--- config.mk ---
export PLATFORM = sky130hd
export DESIGN_NAME = dmem_arbiter
export DESIGN_NICKNAME = d
export VERILOG_FILES = /design/src/rtl/dmem_arbiter.sv
export SDC_FILE = /design/constraint.sdc
export NUM_CORES = 1
export LEC_CHECK = 0
export BUFFER_PORTS_ARGS = -buffer_cell sky130_fd_sc_hd__buf_2
export CORE_UTILIZATION = 41
export DETAILED_ROUTE_END_ITERATION = 6
export HOLD_SLACK_MARGIN = 0.08
export PLACE_DENSITY = 0.8
export SLEW_MARGIN = 20
export SYNTH_ARGS = -nofsm -noshare
export SYNTH_HDL_FRONTEND = slang
export SYNTH_SLANG_ARGS = --single-unit
--- constraint.sdc ---
create_clock -name clk -period 1.9 [get_ports clk]
set_input_delay 0 -clock clk [delete_from_list [all_inputs] [get_ports clk]]
set_output_delay 0 -clock clk [all_outputs]
set_load 0.02 [all_outputs]
--- src/rtl/dmem_arbiter.sv ---
// dmem_arbiter: two-port (core, DMA) arbiter onto one data-memory port.
// Ports: clk, reset (async active-low); core_* and dma_* request ports
// (req/we/addr/wdata in, rdata/ack out, core_stall out); mem_* memory side.
module dmem_arbiter #(
    parameter int DATA_W     = 32,
    parameter int ADDR_W     = 9,
    parameter int STARVE_LIM = 4
) (
    input  logic              clk,
    input  logic              reset,
    input  logic              core_req,
    input  logic              core_we,
    input  logic [ADDR_W-1:0] core_addr,
    input  logic [DATA_W-1:0] core_wdata,
    output logic [DATA_W-1:0] core_rdata,
    output logic              core_ack,
    output logic              core_stall,
    input  logic              dma_req,
    input  logic              dma_we,
    input  logic [ADDR_W-1:0] dma_addr,
    input  logic [DATA_W-1:0] dma_wdata,
    output logic [DATA_W-1:0] dma_rdata,
    output logic              dma_ack,
    output logic              mem_rd,
    output logic              mem_wr,
    output logic [ADDR_W-1:0] mem_addr,
    output logic [DATA_W-1:0] mem_wdata,
    input  logic [DATA_W-1:0] mem_rdata
);

    localparam int CNT_W =
        (STARVE_LIM < 1) ? 1 : $clog2(STARVE_LIM + 1);
    localparam logic [CNT_W-1:0] LIM = CNT_W'(STARVE_LIM);

    typedef enum logic [2:0] {
        IDLE    = 3'd0,
        ISSUE_C = 3'd1,
        RESP_C  = 3'd2,
        ISSUE_D = 3'd3,
        RESP_D  = 3'd4
    } state_t;

    state_t            state;
    state_t            state_nx;
    logic [CNT_W-1:0]  starve_cnt;
    logic              cap_we;
    logic [ADDR_W-1:0] cap_addr;
    logic [DATA_W-1:0] cap_wdata;
    logic [DATA_W-1:0] core_rdata_q;
    logic [DATA_W-1:0] dma_rdata_q;
    logic              starved;
    logic              grant_c;
    logic              grant_d;
    logic              dma_busy;
    logic              issuing;
    logic              core_load;
    logic              dma_load;

    assign starved  = (starve_cnt >= LIM);
    assign grant_c  = (state == IDLE) && core_req && !starved;
    assign grant_d  = (state == IDLE) && dma_req
                      && (!core_req || starved);
    assign dma_busy = (state == ISSUE_D) || (state == RESP_D);
    assign issuing  = (state == ISSUE_C) || (state == ISSUE_D);

    always_comb begin
        state_nx = state;
        unique case (state)
            IDLE: begin
                if (grant_c)      state_nx = ISSUE_C;
                else if (grant_d) state_nx = ISSUE_D;
            end
            ISSUE_C: state_nx = RESP_C;
            RESP_C:  state_nx = IDLE;
            ISSUE_D: state_nx = RESP_D;
            RESP_D:  state_nx = IDLE;
            default: state_nx = IDLE;
        endcase
    end

    always_ff @(posedge clk or negedge reset) begin
        if (!reset) begin
            state <= IDLE;
        end else begin
            state <= state_nx;
        end
    end

    // Grant clears the counter even if dma_req would otherwise count.
    always_ff @(posedge clk or negedge reset) begin
        if (!reset) begin
            starve_cnt <= '0;
        end else if (grant_d) begin
            starve_cnt <= '0;
        end else if (dma_req && !dma_busy && !starved) begin
            starve_cnt <= starve_cnt + 1'b1;
        end
    end

    always_ff @(posedge clk or negedge reset) begin
        if (!reset) begin
            cap_we    <= 1'b0;
            cap_addr  <= '0;
            cap_wdata <= '0;
        end else if (grant_c) begin
            cap_we    <= core_we;
            cap_addr  <= core_addr;
            cap_wdata <= core_wdata;
        end else if (grant_d) begin
            cap_we    <= dma_we;
            cap_addr  <= dma_addr;
            cap_wdata <= dma_wdata;
        end
    end

    assign core_load = (state == RESP_C) && !cap_we;
    assign dma_load  = (state == RESP_D) && !cap_we;

    always_ff @(posedge clk or negedge reset) begin
        if (!reset) begin
            core_rdata_q <= '0;
            dma_rdata_q  <= '0;
        end else begin
            if (core_load) core_rdata_q <= mem_rdata;
            if (dma_load)  dma_rdata_q  <= mem_rdata;
        end
    end

    // Strobes decode from state so reset drops them asynchronously.
    assign mem_rd     = issuing && !cap_we;
    assign mem_wr     = issuing && cap_we;
    assign mem_addr   = cap_addr;
    assign mem_wdata  = cap_wdata;

    assign core_ack   = (state == RESP_C);
    assign dma_ack    = (state == RESP_D);
    assign core_rdata = core_load ? mem_rdata : core_rdata_q;
    assign dma_rdata  = dma_load  ? mem_rdata : dma_rdata_q;
    assign core_stall = core_req & ~core_ack;

endmodule

# Word-level counts from Yosys, hierarchy flattened
# Cells that the tools add are included.
dict set report word_totals {
  wordCells 49
  inputBits 120
  ff_bits 112
}
dict set report op_classes {
  muxes 13
  addsub 1
  n_reduce_logical 20
  n_bitwise 2
  n_lt_le_gt_ge 1
  eq_ne 5
}
# cell n
set op_table {}
lappend op_table {{two-way mux 32 bit} 4}
lappend op_table {{two-way mux 9 bit} 2}
lappend op_table {{two-way mux 3 bit} 4}
lappend op_table {{logical AND 1 bit} 10}
lappend op_table {{case mux 3 bit (3 select lines)} 1}
lappend op_table {{equality test 3 x 2 -> 1 bit, second input constant} 2}
lappend op_table {{zero test 1 bit} 4}
lappend op_table {{nonzero test 2 bit} 2}
lappend op_table {{adder 3 x 1 -> 3 bit, second input constant} 1}
lappend op_table {{equality test 3 x 1 -> 1 bit, second input constant} 1}
lappend op_table {{equality test 3 bit, second input constant} 1}
lappend op_table {{greater-or-equal comparator 3 bit, second input constant} 1}
lappend op_table {{zero test 3 bit} 1}
lappend op_table {{logical OR 1 bit} 3}
lappend op_table {{!= test 3 bit, second input constant} 1}
lappend op_table {{two-way mux 1 bit} 2}
lappend op_table {{AND 1 bit} 1}
lappend op_table {{inverter 1 bit} 1}

# Logic depth before layout (Yosys ltp)
dict set report logic_depth {
  word_depth 7
  depth_mapped 6
  depth_no_buf 4
}

# Worst setup path before layout
# OpenSTA, ideal clock, no wires.
dict set report synth_path {
  kind {register -> register}
  start {reg state[0]}
  end {reg core_rdata_q[10]}
  t_arrival_ns 1.726
  period_less_slack_ns 1.893
  n_path_buf 2
  t_required_ns 1.733
  path_stages_with_launch 6
  slack_ns 0.007
  path_cell_list {dfrtp_1 -> nor3b_2 -> and2_1 -> buf_2 -> buf_6 -> mux2_1}
}
dict set report synth_between {
  elab_chain_cells 3
}
# item line_no
set synth_lines {}
lappend synth_lines {{start, declared} 43} ;# state_t state;
lappend synth_lines {{start signal, assigned} 85} ;# state <= state_nx;
lappend synth_lines {{equality test 3 x 2 -> 1 bit} -}
lappend synth_lines {{net core_ack} 16} ;# output logic core_ack,
lappend synth_lines {{logical AND 1 bit} 116} ;# assign core_load = (state == RESP_C) && !cap_we;
lappend synth_lines {{two-way mux 32 bit} -}
lappend synth_lines {{net core_rdata[10]} 15} ;# output logic [DATA_W-1:0] core_rdata,
lappend synth_lines {{end signal, assigned} 124} ;# if (core_load) core_rdata_q <= mem_rdata;
lappend synth_lines {{end, declared} 49} ;# logic [DATA_W-1:0] core_rdata_q;
# The timed path passes the listed nets, and every way through them passes these cells.
# A chain may end at the register's enable or synchronous reset.

# Worst setup path in the final report
dict set report layout_path {
  start {reg state[0]}
  end {out core_rdata[24]}
}
dict set report layout_between {
  elab_chain_cells 3
}
# item line_no
set layout_lines {}
lappend layout_lines {{equality test 3 x 2 -> 1 bit} 116}
lappend layout_lines {{logical AND 1 bit} 116}
lappend layout_lines {{two-way mux 32 bit} 137} ;# assign core_rdata = core_load ? mem_rdata : core_rdata_q;
lappend layout_lines {{end, declared} 15}
# No other way between the ends.

==> metrics.txt <==
Row Count 42; vias in the first global route between 5000 and 6000; cell area after layout 0.009191 mm²; synthesized instance count 421; syn nets 543; synth cell count leaders 112 x dfrtp_1, 43 x and3b_1, 41 x a2bb2oi_1; H-tree Lvls 3; Overall Power between 15000 and 20000 µW; final hold vios 0; CTS buffer count 9; Worst-Skew Late Latency 0.35 ns; Residual DRC 0; number of max-cap violations 0; CORE AREA approximately 0.013 mm²; Max Root-Sink Buffers 2; grt met1 use 0.3024; met3 Track Usage GR 0.05116; vias 5147; Layout Cells excl Fill about 960; Placed Area ~0.007 mm²; worst path setup slack after routing -0.03049 ns; # setup viols final 25; RSZ-0062 raised after global routing true; outcome finished with violations; Post-Synth Simple-Gate Area 0.08900; fill cell count approximately 840; TritonRoute pass-1 iters 4; skew final ~0.0077 ns; main area contributors after synthesis dfrtp_1 51%, mux2_4 8.1%, and3b_1 6.8%; f_max between 500 and 600 MHz; Synth area leader dfrtp_1; ANT cells 0; Placed Instances approximately 800; post-synthesis mux area share 0.1543; hpwl dp approximately 9500 µm; IO Pins 230; Synth async-reset ratio 1.000; Post-synth EDFFs 0; Yosys cell types 35; GRT Overall Usage 0.2599; vias per inst roughly 5.4; sequential area share after synthesis 0.5060; Pleak about 0.0044 µW; TNS Setup -0.2994 ns; Slew @ Worst Pin 0.6318 ns; WL/cell approximately 20 µm; top-area cell type share of the netlist area 0.5060; GR Overflow Total 0; register area about 0.0028 mm²; Initial Util 0.4199; power per cell area roughly 1700 mW/mm²; first-pass GRT wire length around 29000 µm; Global Route met2 Usage 0.4632; Max Transition Viols Final 0; Setup crit end kind primary output; Slew HR 0.5788; clk sinks 112; number of port buffers approximately 230; Die ar. ~0.014 mm²; Peak VDD IR ~0.70 mV; Startpoint Class flop; failing checks setup timing; Crit path arrival time between 1.5 and 2 ns; Worst Path Required between 1.5 and 2 ns; Crit-path slowest cell dfrtp_2; Cell Chain, Critical Path nor3b_2 > and2_4 > clkbuf_16 > mux2_4 > buf_6; Routed Antenna Nets 0; Final Cycle Share 1.016; Layout Nets 900; cell area after synthesis about 0.0055 mm²; multi-input logic area ~0.0026 mm²; xor/xnor share of the synthesized area 0; Die W 118.2 µm; Iter 0 DRT Violations 350; initial antenna violation count 0; Vert. Die Dim roughly 120 µm; layout cell share with drive strength beyond 1 0.5172; WL final 19160 µm; Synth Area in Compound Gates 0.1877; CP peak stage delay between 0.4 and 0.5 ns; post-layout min period 1.930 ns; Hold WC Path Type in -> reg; Min Hold Slack around 0.09 ns; root buf cell clkbuf_16; largest family of logic cells by synthesized area compound AO/OA/AOI/OAI gates; Yosys Warn Count 0; Worst-path clk slew 0.08 ns; CP Max Fanout 8; Post-Synth Adder-Cell Area 0.004518; layer with the highest usage met2; CTS tree done; largest net degree at the start of global routing 89; top_reg_cell synth dfrtp_1; area delta synth->final 65.94%; RD Place Congestion approximately 0.84; Syn Area/Cell approximately 13 µm²; CP Class reg -> out; top-count cell post-synth dfrtp_1; Synth Register Bits ~110
[placed cells by master (no fill, tap or decap), types with 2 or more instances in the layout]
master	count
nor2_1	2
nor2b_1	2
buf_2	164
dfrtp_1	110
inv_2	2
buf_8	2
buf_12	9
o21ai_1	10
buf_6	65
and3b_1	43
buf_4	44
a211oi_1	20
a211oi_2	22
inv_1	3
dlygate4sd3_1	100
clkbuf_16	11
nor3_1	2
dfrtp_2	2
a31oi_1	2
and2_4	2
bufinv_16	2
nand2_1	2
ha_1	2
o21ai_0	33
buf_16	4
mux2_4	64
clkinvlp_4	3
a2bb2oi_1	41
[metal layers]
metal / vias up / part of all wire
met5: - / 0
met1: 2550 / 0.40
li1: 2288 / -
met3: 57 / 0.060
met2: 252 / 0.51
met4: 0 / 0.036
[where the power goes]
group / switching [µW] / leakage, µW / internal, µW
combinational: 4660 / 0.00290 / 4840
sequential: 600 / 0.00133 / 3570
clock: 903 / 0.000150 / 1170
total: 6170 / 0.00438 / 9580
[layout make-up]
type,instances,share of cell area
timing repair buffer,390,0.3541
sequential,112,0.3052
tap,176,0.02396
multi-input combinational,260,0.2791
clock buffer,9,0.02450
inverter,5,0.002042
clock inverter,7,0.01116
[what timing repair did]
action	in CTS	in global routing
hold buffers	100	0
endpoints found under the setup margin	64	72
cloned	4	2
resized for setup	97	103
buffers inserted	19	21
endpoints found under the hold margin	221	0
pin swaps	4	2
[registers in the layout, indices dropped and copies added (netlist names)]
register / flops
cap_we: 1
mem_addr: 9
starve_cnt: 3
state: 3
core_rdata_q: 32
dma_rdata_q: 32
mem_wdata: 32
[final timing paths]
kind	start	slack, ns	to	depth (start not counted)
setup reg to reg	state[0]	0.02	mem_wdata[31]	5
hold reg to reg	core_rdata_q[4]	0.51	core_rdata_q[4]	1
hold / removal	core_wdata[9]	0.09	mem_wdata[9]	4
min in group asynchronous	reset	0.21	dma_rdata_q[26]	3
max in group asynchronous	reset	1.36	mem_wdata[1]	3
setup / recovery	state[0]	-0.03	core_rdata[24]	5
[cells by family after synthesis]
logic type                 count (synthesis)
DFF                                      112
muxes                                     66
buffers and inverters                     49
AOI/OAI and AO/OA                        133
adders and majority gates                  2
and+or+nand+nor                           59
[worst max-delay path: cells and delay by family (launching register included)]
kind | cells | cell delay (ns)
buf+inv | 2 | 0.34
flops | 1 | 0.44
mux | 1 | 0.33
simple gates | 2 | 0.47
[per-stage QoR]
step | setup slack, ns | utilization
CTS | -0.05030 | 0.6595
global route | -0.08957 | 0.6968
detailed placement | 0.1176 | 0.5158
floorplan | 0.006828 | -
global placement | 0.2503 | 0.5158
finish | -0.03049 | 0.6968
No activity file was read; power rests on OpenSTA's default activity.
